--- src/rtl/fetch_unit_pkg.sv ---
// Shared types for the instruction fetch stage: address/data/length types,
// the fetch FSM state encoding and the default 6502 reset vector location.
package fetch_unit_pkg;

  typedef logic [7:0]  data_t;
  typedef logic [15:0] addr_t;
  typedef logic [1:0]  len_t;

  typedef enum logic [2:0] {
    IDLE,
    VEC_LO,
    VEC_HI,
    OP,
    LO,
    HI,
    OUT
  } fetch_state_t;

  localparam addr_t RESET_VEC_DEFAULT = 16'hFFFC;

  localparam len_t LEN_1 = 2'd1;
  localparam len_t LEN_2 = 2'd2;
  localparam len_t LEN_3 = 2'd3;

endpackage

--- src/rtl/fetch_unit_instr_length.sv ---
// Sizes a 6502 instruction (1-3 bytes) from its opcode byte alone,
// using the cc = op[1:0] / bbb = op[4:2] field split.
module fetch_unit_instr_length
  import fetch_unit_pkg::*;
(
  input  data_t opcode,
  output len_t  len
);

  logic [1:0] cc;
  logic [2:0] bbb;

  assign cc  = opcode[1:0];
  assign bbb = opcode[4:2];

  // Three-byte forms take priority so absolute modes with cc=11 stay 3 bytes.
  always_comb begin
    len = LEN_2;
    if ((opcode == 8'h20) || (bbb == 3'b011) || (bbb == 3'b111) ||
        ((cc == 2'b01) && (bbb == 3'b110))) begin
      len = LEN_3;
    end else if ((opcode == 8'h00) || (opcode == 8'h40) || (opcode == 8'h60) ||
                 (cc == 2'b11) ||
                 ((bbb == 3'b010) && !cc[0]) ||
                 ((bbb == 3'b110) && !cc[0]) ||
                 ((cc == 2'b10) && (bbb == 3'b100))) begin
      len = LEN_1;
    end
  end

endmodule

--- src/rtl/fetch_unit.sv ---
// Byte-serial instruction fetch: loads the PC from the reset vector, then
// fetches opcode/operands and hands complete bundles to decode via valid/ready.
module fetch_unit
  import fetch_unit_pkg::*;
#(
  parameter addr_t RESET_VEC = RESET_VEC_DEFAULT
) (
  input  logic  clk,
  input  logic  reset,
  output logic  mem_req,
  output addr_t mem_addr,
  input  logic  mem_ack,
  input  data_t mem_rdata,
  output logic  instr_valid,
  input  logic  instr_ready,
  output data_t instr_opcode,
  output data_t instr_lo,
  output data_t instr_hi,
  output len_t  instr_len,
  output addr_t instr_pc,
  input  logic  redirect_valid,
  input  addr_t redirect_pc
);

  fetch_state_t state, state_next;
  addr_t        pc;
  len_t         op_len;
  logic         redirect_ok;

  fetch_unit_instr_length u_len (
    .opcode (mem_rdata),
    .len    (op_len)
  );

  assign redirect_ok = redirect_valid &&
                       ((state == OP) || (state == LO) ||
                        (state == HI) || (state == OUT));
  assign instr_valid = (state == OUT);

  // Next-state and memory request decode; a redirect overrides everything.
  always_comb begin
    state_next = state;
    mem_req    = 1'b0;
    mem_addr   = '0;
    case (state)
      IDLE: state_next = VEC_LO;
      VEC_LO: begin
        mem_req  = 1'b1;
        mem_addr = RESET_VEC;
        if (mem_ack) state_next = VEC_HI;
      end
      VEC_HI: begin
        mem_req  = 1'b1;
        mem_addr = RESET_VEC + 16'd1;
        if (mem_ack) state_next = OP;
      end
      OP: begin
        mem_req  = 1'b1;
        mem_addr = pc;
        if (mem_ack) state_next = (op_len == LEN_1) ? OUT : LO;
      end
      LO: begin
        mem_req  = 1'b1;
        mem_addr = pc;
        if (mem_ack) state_next = (instr_len == LEN_2) ? OUT : HI;
      end
      HI: begin
        mem_req  = 1'b1;
        mem_addr = pc;
        if (mem_ack) state_next = OUT;
      end
      OUT: if (instr_ready) state_next = OP;
      default: state_next = IDLE;
    endcase
    if (redirect_ok) state_next = OP;
  end

  // State, PC and bundle registers; ack data is dropped when a redirect lands.
  always_ff @(posedge clk or posedge reset) begin
    if (reset) begin
      state        <= IDLE;
      pc           <= '0;
      instr_opcode <= '0;
      instr_lo     <= '0;
      instr_hi     <= '0;
      instr_len    <= '0;
      instr_pc     <= '0;
    end else begin
      state <= state_next;
      if (redirect_ok) begin
        pc <= redirect_pc;
      end else begin
        case (state)
          VEC_LO: if (mem_ack) pc[7:0] <= mem_rdata;
          VEC_HI: if (mem_ack) pc[15:8] <= mem_rdata;
          OP: if (mem_ack) begin
            instr_opcode <= mem_rdata;
            instr_pc     <= pc;
            instr_len    <= op_len;
            instr_lo     <= '0;
            instr_hi     <= '0;
            pc           <= pc + 16'd1;
          end
          LO: if (mem_ack) begin
            instr_lo <= mem_rdata;
            pc       <= pc + 16'd1;
          end
          HI: if (mem_ack) begin
            instr_hi <= mem_rdata;
            pc       <= pc + 16'd1;
          end
          default: ;
        endcase
      end
    end
  end

endmodule

--- config.mk ---
export PLATFORM = sky130hd
export DESIGN_NAME = fetch_unit
export DESIGN_NICKNAME = d
export VERILOG_FILES = /design/src/rtl/fetch_unit_pkg.sv /design/src/rtl/fetch_unit_instr_length.sv /design/src/rtl/fetch_unit.sv
export SDC_FILE = /design/constraint.sdc
export NUM_CORES = 1
export LEC_CHECK = 0
export BUFFER_PORTS_ARGS = -buffer_cell sky130_fd_sc_hd__buf_2
export CORE_MARGIN = 2
export CORE_UTILIZATION = 53
export CTS_CLUSTER_SIZE = 16
export DETAILED_ROUTE_END_ITERATION = 10
export GPL_TIMING_DRIVEN = 0
export PLACE_DENSITY = 0.92
export SLEW_MARGIN = 20
export SYNTH_ARGS = -nofsm -noshare
export SYNTH_HDL_FRONTEND = slang
export SYNTH_SLANG_ARGS = --single-unit
--- constraint.sdc ---
create_clock -name clk -period 2.3 [get_ports clk]
set_clock_uncertainty 0.15 [all_clocks]
set_input_delay 0.345 -clock clk [delete_from_list [all_inputs] [get_ports clk]]
set_output_delay 0.345 -clock clk [all_outputs]
set_load 0.02 [all_outputs]
* Yosys cells after proc, flatten, opt, wreduce, memory -nomap -nowiden
Index checks and enable logic that the tools add are counted.
W data, S select, Z words.
** Word-level totals
- Flip-flop bits (word level) :: 61
- Latch bits :: 0
- ROM bits :: 0
- Logic and storage cells :: 93
- Bits of input ports :: 29
- Memories :: 0
- Output and inout bits :: 60
- RAM bits :: 0
** Operators by class
- Bitwise operators :: 1
- Multipliers :: 0
- Shift operators :: 0
- Reductions and logical operators :: 32
- Equality and inequality tests :: 29
- $lt $le $gt $ge :: 0
- Muxes and demuxes :: 22
- Div/mod/pow operators :: 0
- Add/subtract/negate cells :: 1
** Operators by type and width (count)
- $pmux W8 S2 :: 4
- $pmux W16 S3 :: 1
- $mux W16 :: 2
- $mux W3 :: 7
- $pmux W3 S7 :: 1
- $eq A3 B3 Y1 const B :: 6
- $add A16 B1 Y16 const B :: 1
- $eq A8 B7 Y1 const B :: 2
- $mux W8 :: 2
- $ne A3 B3 Y1 const B :: 5
- $eq A3 B2 Y1 const B :: 4
- $logic_or A1 B1 Y1 :: 12
- $reduce_and A3 Y1 :: 3
- $eq A8 B6 Y1 const B :: 1
- $logic_not A8 Y1 :: 1
- $mux W2 :: 4
- $reduce_and A4 Y1 :: 2
- $eq A2 B2 Y1 const B :: 3
- $ne A2 B2 Y1 const B :: 3
- $ne A3 B1 Y1 const B :: 2
- $reduce_and A6 Y1 :: 1
- $reduce_bool A3 Y1 :: 2
- $logic_and A1 B1 Y1 :: 5
- $reduce_or A5 Y1 :: 1
- other kinds (8) :: 10

* Logic depth before layout (Yosys ltp)
Gate-level depths: netlist of the first run.
- Depth in word-level cells :: 14
- Depth in mapped cells :: 9
- Mapped depth without buffers :: 6

* By module
From an unflattened synthesis of the first run, not the netlist that was laid out.
** Unflattened totals
- Cell total of the unflattened synthesis :: 368
- Area, all modules :: 3402.0 um2
** By module, submodules not included
- fetch_unit :: area an instance 3309.4 um2, cells each 355, seq. area each 1526.5 um2, instances 1
- fetch_unit_instr_length :: area an instance 92.6 um2, cells each 13, seq. area each 0.0 um2, instances 1

* Worst setup path before layout of the first run
OpenSTA, ideal clock, no wires.
- Kind :: register to output
- Start :: register state[2]
- End :: output port mem_addr[15]
- Stages on the path, launching flop included :: 7
- Buffers on the path :: 4
- Required time :: 1.805 ns
- Path slack :: 0.071 ns
- Arrival :: 1.734 ns
- Cell sequence :: dfrtp_1 -> buf_2 -> buf_2 -> buf_2 -> buf_2 -> nor2_1 -> a221oi_1
** On the way
- Word-level cells in the longest chain between the ends :: 3
- Elaborated cells on any way between the ends :: 7
- Classes of those cells :: eq/ne: 5; mux: 1; reduce/logical: 1
** RTL lines
- start, declared :: line fetch_unit.sv:25 : fetch_state_t state, state_next;
- start signal, assigned :: line fetch_unit.sv:89 : state <= state_next;
- $eq A3 B2 Y1 / $eq A3 B3 Y1 (equally long branches) :: line fetch_unit.sv:45 : case (state)
- $reduce_or A3 Y1 (no line)
- $pmux W16 S3 * :: line fetch_unit.sv:45
- end, declared :: line fetch_unit.sv:11 : output addr_t mem_addr,
Every way passes the cells marked *; elsewhere a longest branch is shown, timed or not.

* Final worst setup path of the first run
- Start :: register state[1]
- End :: output port mem_addr[8]
The elaborated chain is that of the path after synthesis.

==> flow_metrics.py, run 1 <==
metrics = {
    "status": {
        "violations": "setup timing",
        "status": "finished, violations left",
    },
    "power": {
        "power_frac_clock": 0.120,
        "p_comb_frac": 0.628,
        "ir_drop_mv": 0.980,
        "internal-power_uw": 4150,
        "swShare": 0.471,
        "p_switching_uw": 3680,
        "seq_power_share": 0.252,
        "power_density_mw_per_mm2": 1690,
        "p_leak_uw": 0.00216,
    },
    "detailed_routing": {
        "via_count": 3848,
        "wirelength_um": 11700,
        "post_drt_wl_per_cell_um": 20.8,
        "firstDrtPassIters": 7,
        "drc_errors": 0,
        "drtIter0Drc": 672,
        "final_antenna_net_count": 0,
        "avgViaCountPerCell": 6.81,
    },
    "final_layout": {
        "num-nets-final": 513,
        "antennaDiodeCount": 0,
        "n_fill_cell": 395,
        "final_cell_mix": "buf_2, dfrtp_1, nor2_1, nand2_1, mux2_2",
        "seq_area_mm2": 0.00153,
        "multiInputGateArea_mm2": 0.00185,
        "mostFrequentLayoutCell": "buf_2",
        "area_growth_pct": 31.7,
        "drive_gt1_frac": 0.381,
    },
    "logic_synthesis": {
        "avgSynthCellArea_um2": 9.41,
        "async_flop_share": 1.00,
        "ys_warn_count": 0,
        "ys_seq_area_frac": 0.435,
        "synthesis.area_mm2": 0.00351,
        "synthAdderAreaFrac": 0.00357,
        "synth_enable_flop_cells": 0,
        "synth_flop_cell": "dfrtp_1",
        "synth_fp_nets": 403,
        "synthXorXnorAreaFrac": 0.00999,
        "synthDistinctLibCells": 60,
        "synth-simple-area-share": 0.188,
        "synth_compound_gate_area_share": 0.225,
        "synth_mux_area_frac": 0.0859,
        "ys_ff_latch": 61,
        "syn_inst": 373,
        "synth_top_family_by_area": "compound AO/OA/AOI/OAI gates",
    },
    "placement": {
        "port-buffer-count": 82,
        "dp_hpwl_um": 7290,
        "dpl_worst_slack_ns": -0.144,
        "globalplace.congestion": 0.959,
    },
    "timing": {
        "fin_setup_tns_ns": -0.000259,
        "slew_viol_final": 0,
        "finalHoldViolCount": 0,
        "hold_ws_ns": 0.0962,
        "setup_ws_ns": -0.000259,
        "rsz0062_at_grt": "true",
        "setup_viol_count_final": 1,
        "fmax_mhz": 435,
        "finalCritPeriodShare": 1.00,
        "fin_crit_ns": 2.30,
        "slew_headroom": 0.432,
        "tightest_slew_ns": 0.846,
    },
    "worst_setup_path": {
        "startpoint_type": "register",
        "critPathCaptureType": "output pin",
        "worstSetupPathType": "reg -> out",
        "crit_fanout": 10,
        "crit_required_ns": 1.80,
        "r2r-start": "state[1]$_DFFE_PP0P_",
        "arrival_ns": 1.81,
        "setup.worst_path.start": "state[1]$_DFFE_PP0P_",
    },
    "clocking": {
        "root_buffer": "clkbuf_8",
        "clk_path_buf_depth": 2,
        "clk_latency_ns": 0.35,
        "h-tree-depth": 3,
        "clk_pin_slew_ns": 0.07,
        "cts_buffers": 9,
        "cts_sinks": 61,
        "cts_tree": "yes",
    },
    "floorplanning": {
        "fp.coreArea_mm2": 0.00639,
        "start_util": 0.549,
        "dieWidth_um": 85.4,
        "die_area_mm2": 0.00729,
        "die_h_um": 85.4,
        "ios": 89,
        "num_rows": 29,
    },
    "min_path": {
        "hold_start": "redirect_pc[5]",
        "min_path_type": "in -> reg",
    },
    "global_route": {
        "grt_pass1_wl_um": 17000,
        "grt_max_degree": 62,
        "grtUsageTotal": 0.299,
        "antenna_found_initial": 0,
        "grt_pass1_vias": 3481,
        "grt-ovfl-total": 0,
    },
    "run": {
        "cap_violations": 0,
    },
}
-- timing repair --
action,4_1_cts,5_1_grt
gates resized for setup,29,49
setup endpoints to repair,18,26
cloned,1,1
hold buffers,1,0
pin swaps,0,3
buffers inserted,4,11
endpoints found under the hold margin,61,0
-- kinds of logic after synthesis --
logic type / count (synthesis)
XOR/XNOR: 4
buffers and inverters: 39
flip-flops: 61
AND/OR/NAND/NOR: 124
multiplexers: 27
AO/OA/AOI/OAI: 117
adder cells (fa/ha/maj): 1
-- synth_stat cells (all sizes together) (3+ instances only) --
cell	count	area [um^2]
and2	4	25.0
buf	20	110
nor3	10	55.1
nor2	32	120
nand3	14	87.6
a22o	18	158
nand2	37	141
o22ai	3	18.8
clkbuf	9	33.8
a21oi	18	90.1
inv	10	37.5
mux2	25	282
a211o	3	26.3
nand3b	5	41.3
nand2b	4	25.0
o211ai	4	30.0
a31oi	8	50.1
and3	4	26.3
dfrtp	61	1530
o21a	3	22.5
o21ai	34	170
nand4	4	31.3
a211oi	7	52.6
-- through the flow --
step / area (um^2) / instances / util / total power (uW)
after global placement: 4020 / 532 / 0.629 / 5510
after CTS: 4370 / 553 / 0.684 / 6860
after global routing: 4620 / 565 / 0.724 / 8160
after floorplan: 3510 / 373 / - / 4450
final: 4620 / 565 / 0.724 / 7830
after detailed placement: 4050 / 533 / 0.633 / 5650
-- critical path, stage by stage (launching register included) --
cell and delay, ns:
dfrtp_1 0.41, buf_6 0.15, buf_6 0.13, xor2_1 0.14, nand2b_1 0.24, buf_8 0.18, nand2_1 0.08, buf_6 0.13
-- power groups by stage --
stage | Sequential, uW | Clock [uW] | Combinational (uW)
after floorplan | 2170 | 0 | 2280
after global placement | 1910 | 0 | 3600
after detailed placement | 1940 | 0 | 3710
after CTS | 1930 | 932 | 4000
after global routing | 2020 | 986 | 5160
final | 1970 | 940 | 4920
-- layout make-up --
class                   count  share of cell area
clock buffers              13              0.0387
multi-input cells         273               0.401
inverters                  10             0.00866
flip-flops and latches     61               0.331
plain buffers              27              0.0479
clock inverters             3             0.00379
well taps                  77              0.0208
repair buffers            101               0.148
-- final timing paths --
check	depth (start not counted)	to	slack, ns
hold reg to reg	1	instr_hi[7]$_DFFE_PP0P_	0.35
setup reg to reg	7	instr_pc[4]$_DFFE_PP0P_	-0.0003
max in group asynchronous	4	pc[0]$_DFFE_PP0P_	1.28
setup / recovery	7	mem_addr[8]	-0.0003
hold / removal	2	pc[5]$_DFFE_PP0P_	0.1
min in group asynchronous	4	instr_pc[6]$_DFFE_PP0P_	0.43
-- sequential cells by signal (all words and copies together) (netlist names) --
register and flops:
instr_hi 8, instr_len 2, pc 16, state 3, instr_opcode 8, instr_lo 8
instr_pc 16
-- per-layer routing --
metal	up-vias	wire length, um	global-route usage
met5	-	0	0
met4	0	616	0.157
met3	90	1580	0.0681
met2	379	5370	0.454
met1	1781	4160	0.401
li1	1598	-	-
(Power assumes the default switching activity.)
==> run 2: changes to the inputs <==
--- a/config.mk
+++ b/config.mk
@@ -7,11 +7,11 @@
 export LEC_CHECK = 0
 export BUFFER_PORTS_ARGS = -buffer_cell sky130_fd_sc_hd__buf_2
 export CORE_MARGIN = 2
-export CORE_UTILIZATION = 53
+export CORE_UTILIZATION = 40
 export CTS_CLUSTER_SIZE = 16
 export DETAILED_ROUTE_END_ITERATION = 10
 export GPL_TIMING_DRIVEN = 0
-export PLACE_DENSITY = 0.92
+export PLACE_DENSITY = 0.75
 export SLEW_MARGIN = 20
 export SYNTH_ARGS = -nofsm -noshare
 export SYNTH_HDL_FRONTEND = slang
==> run 2 against run 1 <==
Net effect:
- the run now ends clean
- via count down 9.7%
- maximum frequency increased by 0.61%
- largest power group unchanged
- worst hold slack lost 0.0031 ns
- register-to-register slack improved by 0.08 ns
- sequential share of layout area decreased by 0.49 points
- setup slack better by 0.014 ns
- flip-flop and latch count stayed put
- wire length is 7.9% lower
==> flow_metrics.py, run 2 (same netlist as run 1, synthesis figures left out) <==
metrics = {
    "status": {
        "status": "finished, final reports clean",
    },
    "min_path": {
        "holdPathStages": 2,
        "min_path_type": "in -> reg",
    },
    "worst_setup_path": {
        "cp_common_cell": "buf_6",
        "cp_slowest_stage_delay_ns": 0.39,
        "cp_num_buf_inv": 4,
        "crit_fanout": 5,
        "path_cells": "buf_6 -> buf_8 -> xor2_1 -> nand2b_1 -> clkbuf_8 -> nand2_1 -> buf_6",
        "worstSetupPathType": "reg -> out",
        "critPathCaptureType": "output pin",
        "r2r_slack_ns": 0.08,
        "crit_required_ns": 1.80,
        "crit_cells": 7,
        "cpMaxStageDelayCell": "dfrtp_1",
        "r2r_cells": 9,
        "cp_top_family": "buffers and inverters",
        "startpoint_type": "register",
        "arrival_ns": 1.79,
    },
    "global_route": {
        "grt-ovfl-total": 0,
        "grt_pass1_vias": 3294,
        "antenna_found_initial": 0,
        "grt_max_degree": 42,
        "grt_pass1_wl_um": 17000,
        "grtUsageTotal": 0.225,
    },
    "power": {
        "p_leak_uw": 0.00216,
        "ir_drop_mv": 0.749,
        "swShare": 0.461,
        "p_comb_frac": 0.636,
        "power_density_mw_per_mm2": 1630,
        "seq_power_share": 0.254,
        "internal-power_uw": 4110,
        "power_uw": 7630,
        "power_frac_clock": 0.110,
        "p_switching_uw": 3520,
    },
    "clocking": {
        "cts_buffers": 9,
        "clk_latency_ns": 0.35,
        "h-tree-depth": 3,
        "cts_sinks": 61,
        "root_buffer": "clkbuf_8",
        "clk_pin_slew_ns": 0.07,
        "clk_path_buf_depth": 2,
        "cts_tree": "yes",
    },
    "detailed_routing": {
        "drtIter0Drc": 372,
        "wirelength_um": 10800,
        "firstDrtPassIters": 7,
        "post_drt_wl_per_cell_um": 18.0,
        "via_count": 3476,
        "final_antenna_net_count": 0,
        "drc_errors": 0,
        "avgViaCountPerCell": 5.79,
    },
    "final_layout": {
        "drive_gt1_frac": 0.396,
        "n_fill_cell": 792,
        "num-nets-final": 517,
        "multiInputGateArea_mm2": 0.00188,
        "final_cell_mix": "buf_2, dfrtp_1, nor2_1, nand2_1, mux2_2",
        "mostFrequentLayoutCell": "buf_2",
        "fin_util": 0.546,
        "antennaDiodeCount": 0,
        "top_regs": "instr_pc x16, pc x16",
        "seq_area_mm2": 0.00153,
        "area_growth_pct": 33.7,
    },
    "placement": {
        "dpl_worst_slack_ns": -0.0694,
        "port-buffer-count": 82,
        "globalplace.congestion": 0.912,
        "dp_hpwl_um": 7560,
    },
    "timing": {
        "rsz0062_at_grt": "true",
        "tightest_slew_ns": 0.792,
        "fmax_mhz": 437,
        "slew_viol_final": 0,
        "setup_ws_ns": 0.0138,
        "setup_viol_count_final": 0,
        "slew_headroom": 0.469,
        "finalCritPeriodShare": 0.994,
        "finalHoldViolCount": 0,
        "fin_crit_ns": 2.29,
    },
    "floorplanning": {
        "num_rows": 34,
        "die_area_mm2": 0.00954,
        "ios": 89,
        "dieWidth_um": 97.7,
        "die_h_um": 97.7,
        "fp.coreArea_mm2": 0.00859,
        "start_util": 0.408,
    },
    "run": {
        "cap_violations": 0,
    },
}
[run 2: power groups by stage]
stage,sequential (uW),clock (uW),combinational [uW]
finish,1940,842,4850
global route,2010,899,5200
CTS,1920,853,4110
detailed placement,1930,0,3700
global placement,1920,0,3660
floorplan,2170,0,2280
[run 2: repair_timing]
item | CTS | global route
gates resized for setup | 30 | 55
endpoints found under the hold margin | 20 | 0
buffers inserted | 11 | 9
cloned | 1 | 0
hold buffers | 1 | 0
pin swaps | 0 | 6
setup endpoints to repair | 18 | 38
[run 2: stage by stage]
| step | hold slack, ns | TNS [ns] | cell area [um^2] | std cells |
|---|---|---|---|---|
| after floorplan | 0.335 | 0 | 3510 | 373 |
| final | 0.0931 | 0 | 4690 | 600 |
| after global routing | 0.0928 | -0.657 | 4690 | 600 |
| after global placement | 0.331 | -28.40 | 4050 | 563 |
| after CTS | 0.0875 | 0 | 4460 | 591 |
| after detailed placement | 0.167 | -0.472 | 4080 | 564 |
[run 2: layer usage]
metal  GRT usage  routed length (um)
met5           0                   0
met4       0.104                 379
met1       0.308                4690
met3      0.0496                 669
met2       0.341                5060
[run 2: worst paths after layout]
check / start / to
worst min-delay path: redirect_pc[8] / pc[8]$_DFFE_PP0P_
max in group asynchronous: reset / instr_hi[4]$_DFFE_PP0P_
min in group asynchronous: reset / pc[3]$_DFFE_PP0P_
worst max-delay path: state[0]$_DFFE_PP0P_ / mem_addr[11]
worst min register to register: instr_lo[2]$_DFFE_PP0P_ / instr_lo[2]$_DFFE_PP0P_
worst max register to register: state[1]$_DFFE_PP0P_ / pc[10]$_DFFE_PP0P_
[run 2: layout make-up]
cell class	instances	share of cell area
Multi-Input combinational cell	273	0.400
Clock buffer	12	0.0309
Timing Repair Buffer	105	0.152
Inverter	10	0.00933
Buffer	27	0.0483
Tap cell	108	0.0288
Clock inverter	4	0.00507
Sequential cell	61	0.326
